## config.mk

```make
export PLATFORM = sky130hd
export DESIGN_NAME = throw_power_meter
export DESIGN_NICKNAME = d
export VERILOG_FILES = /design/src/rtl/throw_power_meter.sv
export SDC_FILE = /design/constraint.sdc
export NUM_CORES = 1
export LEC_CHECK = 0
export ABC_AREA = 0
export ABC_CLOCK_PERIOD_IN_PS = 3770
export BUFFER_PORTS_ARGS = -buffer_cell sky130_fd_sc_hd__buf_2
export CORE_AREA = 3 3 67 69
export DETAILED_ROUTE_END_ITERATION = 16
export DIE_AREA = 0 0 70 72
export GPL_TIMING_DRIVEN = 0
export PLACE_DENSITY = 0.82
export SYNTH_ARGS = -nofsm -noshare
export SYNTH_HDL_FRONTEND = slang
export SYNTH_SLANG_ARGS = --single-unit
export TNS_END_PERCENT = 100
```

## constraint.sdc

```tcl
create_clock -name clk -period 3.77 [get_ports clk]
set_clock_uncertainty 0.2 [all_clocks]
set_input_delay 0.1885 -clock clk [delete_from_list [all_inputs] [get_ports clk]]
set_output_delay 0.1885 -clock clk [all_outputs]
set_load 0.01 [all_outputs]
```

## src/rtl/throw_power_meter.sv

```systemverilog
// throw_power_meter: charge-and-release power meter for a turn-based throw.
// Optional build macro POWER_PINGPONG_EN: power bounces 0..MAX_POWER..0 while
// charging instead of saturating at MAX_POWER.
module throw_power_meter #(
    parameter int STEP_DIV    = 650000,
    parameter int MAX_POWER   = 100,
    parameter int ARM_TIMEOUT = 1024
) (
    input  logic       clk,
    input  logic       rst,
    input  logic       whose_turn,
    input  logic       enable_draw,
    input  logic       throw_enable,
    output logic [6:0] power,
    output logic       charging,
    output logic       launch,
    output logic [6:0] launch_power
);
    typedef enum logic [2:0] {IDLE, CHARGE, ARMED, LAUNCH, COOLDOWN} state_t;

    localparam logic [19:0] DIV_LAST = 20'(STEP_DIV - 1);
    localparam logic [10:0] TO_LAST  = 11'(ARM_TIMEOUT - 1);
    localparam logic [6:0]  MAX_P    = 7'(MAX_POWER);

    state_t      state;
    logic [19:0] div;
    logic [10:0] timeout;
    logic [6:0]  step_power;
`ifdef POWER_PINGPONG_EN
    logic        dir_down;
    logic        step_down;

    // next power value on a step; direction flips on reaching either end
    always_comb begin
        step_power = dir_down ? power - 7'd1 : power + 7'd1;
        step_down  = dir_down ? (power != 7'd1) : (power == MAX_P - 7'd1);
    end
`else
    // next power value on a step, saturating at the ceiling
    always_comb begin
        step_power = (power == MAX_P) ? power : power + 7'd1;
    end
`endif

    // meter state machine; abort and reset share the return-to-idle path
    always_ff @(posedge clk) begin
        if (rst || !whose_turn) begin
            state        <= IDLE;
            power        <= '0;
            charging     <= 1'b0;
            launch       <= 1'b0;
            div          <= '0;
            timeout      <= '0;
            launch_power <= rst ? 7'd0 : launch_power;
`ifdef POWER_PINGPONG_EN
            dir_down     <= 1'b0;
`endif
        end else begin
            launch <= 1'b0;
            case (state)
                IDLE: begin
                    power   <= '0;
                    div     <= '0;
                    timeout <= '0;
`ifdef POWER_PINGPONG_EN
                    dir_down <= 1'b0;
`endif
                    if (enable_draw) begin
                        state    <= CHARGE;
                        charging <= 1'b1;
                    end
                end
                CHARGE: begin
                    if (!enable_draw) begin
                        state    <= ARMED;
                        charging <= 1'b0;
                        div      <= '0;
                        timeout  <= '0;
                    end else if (div == DIV_LAST) begin
                        div   <= '0;
                        power <= step_power;
`ifdef POWER_PINGPONG_EN
                        dir_down <= step_down;
`endif
                    end else begin
                        div <= div + 20'd1;
                    end
                end
                ARMED: begin
                    if (throw_enable) begin
                        state        <= LAUNCH;
                        launch       <= 1'b1;
                        launch_power <= power;
                        timeout      <= '0;
                    end else if (timeout == TO_LAST) begin
                        state   <= IDLE;
                        power   <= '0;
                        timeout <= '0;
                    end else begin
                        timeout <= timeout + 11'd1;
                    end
                end
                LAUNCH: state <= COOLDOWN;
                COOLDOWN: begin
                    if (!throw_enable) begin
                        state <= IDLE;
                        power <= '0;
                    end
                end
                default: state <= IDLE;
            endcase
        end
    end
endmodule

```

==> results.cfg <==
[run_status]
status = complete, no violations

[clock_tree]
cts_resized = 0
path_clk_slew_ns = 0.10
postCtsSetupBuffers = 0
cts_tree = yes
cts-root-buf = clkbuf_8
cts_buffer_depth = 2
ctsHoldBuffers = 0
htree_levels = 2
clk-insertion-delay-late_ns = 0.31
cts.sinks = 50
cts_inserted_buffers = 5

[pwr]
p_leak_nw = 1.05
vdd_ir_drop_max_v = 0.000192
p_per_area_nw_per_um2 = 346
finalPower_uw = 959

[die]
die_w_um = 70
die_h_um = 72
start_util = 0.629
dieArea_um2 = 5040
ios = 21
core_um2 = 3970
rows = 23

[global_route]
grt_pass1_vias = 2003
antenna_found_initial = 0
grtUsageTotal = 0.222
overflow = 0
grt_pass1_wl_um = 9130
grt_max_degree = 17

[worst_setup_path]
end_kind = register
start_kind = register
slowest_stage = or4_4
path_max_fanout = 6
max_stage_delay_ns = 0.55
arrival_ns = 2.59
cp.required_ns = 3.76
path_buf_inv = 0
cp_cell_sequence = ha_1, nand3_1, or4_4, o22ai_1, a21boi_0, o2bb2ai_1
reg2reg_slack_ns = 1.17
worst-setup-path-type = reg -> reg
path_delay_family = compound AO/OA/AOI/OAI gates

[cells_and_area]
n_antenna_cell = 0
fillers = 321
multi_input_area_um2 = 1330
seq_area_um2 = 1070
final_nets = 323
layoutNonFillerInstCount = 365
layout-area-overhead-vs-synth_pct = 11.1
design_area_um2 = 2780
drive_above_1_share = 0.130

[place]
dpl-instance-area_um2 = 2660
routabilityCongestion = 0.832
dp.cells = 357
hpwl_um = 3710
portBuffers = 20

[drt]
viasPerCell = 5.92
dr.pass1.iters = 4
vias = 2162
wirelength_um = 5220
dr.first_iter.drc_count = 212
wl_per_cell_um = 14.3
drtAntennaViolNets = 0
drc_errors = 0

[sta]
tightest_slew_ns = 0.718
max_slew_margin = 0.517
rsz0062_at_grt = false
finalHoldViolCount = 0
tns_ns = 0
finalSetupViolations = 0
maxSlewViolCount = 0
max_freq_ghz = 0.384
timing.final.crit_share = 0.690
fin_crit_ns = 2.60

[synthesis]
synth.largest_area_cell = dfxtp_1
synth_edf_count = 7
seq_area_frac_synth = 0.428
synthDistinctLibCells = 54
synth_common_cells = dfxtp_1 (43), nor2_1 (43), nand2_1 (24)
ys_ff_latch = 50
netlist_area_um2 = 2500
synth_area_leaders = dfxtp_1 (34%), edfxtp_1 (8.4%), nor2_1 (6.5%), xor2_1 (4.2%), nand3_1 (3.6%)
async_reset_ff_frac = 0
netlist.area_leader.share = 0.344
synth_flop_cell = dfxtp_1
yosys_warnings = 0
syn-instance-count = 287
syn-num-nets = 296
avgSynthCellArea_um2 = 8.71

[flow_run]
maxCapViolCount = 0

[worst_hold_path]
min_path_type = in -> reg
==> metrics by stage <==
step | utilization | worst slack [ns] | hold WS [ns]
after floorplan | - | 1.63 | 0.171
after global placement | 0.670 | 1.32 | 0.272
after detailed placement | 0.670 | 1.25 | 0.280
after CTS | 0.699 | 1.22 | 0.0322
after global routing | 0.699 | 1.07 | 0.0662
final | 0.699 | 1.17 | 0.0415
==> per-layer routing <==
| metal | wire length, um | GRT usage |
|---|---|---|
| met5 | 0 | 0 |
| met4 | 92 | 0.0915 |
| met1 | 2380 | 0.289 |
| met3 | 347 | 0.0485 |
| met2 | 2400 | 0.360 |
==> cells by family (layout without fill, tap and decap cells) <==
family	after synthesis	count (layout)	share of synthesized area
adder cells (fa/ha/maj)	4	4	0.0200
XOR/XNOR	19	19	0.0666
AO/OA/AOI/OAI	42	42	0.117
flip-flops	50	50	0.428
buffers and inverters	22	50	0.0380
AND/OR/NAND/NOR	148	148	0.322
multiplexers	2	2	0.00801
==> registers in the layout, summed over array words and instances, names as in the netlist <==
name and flops:
charging 1, div 20, timeout 11, state 3, power 7, launch_power 7, launch 1
==> layout by cell type, fill, tap and decap left out, drive strengths merged, types with 2 or more instances in the layout <==
cell type	count
a21oi	6
a22oi	2
a31oi	7
and2	3
and3	8
buf	22
clkbuf	12
clkinvlp	2
dfxtp	43
edfxtp	7
ha	4
inv	13
mux2i	2
nand2	24
nand2b	4
nand3	18
nand4	15
nand4b	2
nor2	44
nor2b	3
nor3	9
nor4	6
o211ai	5
o21a	2
o21ai	8
o2bb2ai	2
or3	2
or4	4
xnor2	7
xor2	12
==> tightest hold or removal path: stages <==
cell,delay (ns)
buf_2,0.14
inv_1,0.11
nor3_1,0.07
==> area by class of cell <==
type / instances / area share
buffer: 9 / 0.0167
clock buffer: 5 / 0.0248
clock inverter: 3 / 0.0162
inverter: 13 / 0.0176
multi-input combinational: 215 / 0.480
sequential: 50 / 0.386
tap: 50 / 0.0225
timing repair buffer: 20 / 0.0361
==> power by group <==
part           internal (mW)  leakage [nW]  switching, mW
registers              0.542         0.422        0.00139
clock network          0.197        0.0504          0.185
logic                 0.0106         0.578         0.0226
==> final timing paths <==
kind,from,cells after the start,to
worst max-delay path,timeout[0],6,power[1]
worst min register to register,timeout[10],1,timeout[10]
worst max register to register,timeout[0],6,power[1]
worst min-delay path,throw_enable,3,launch
Note: power is estimated with default switching activity, not from simulation.
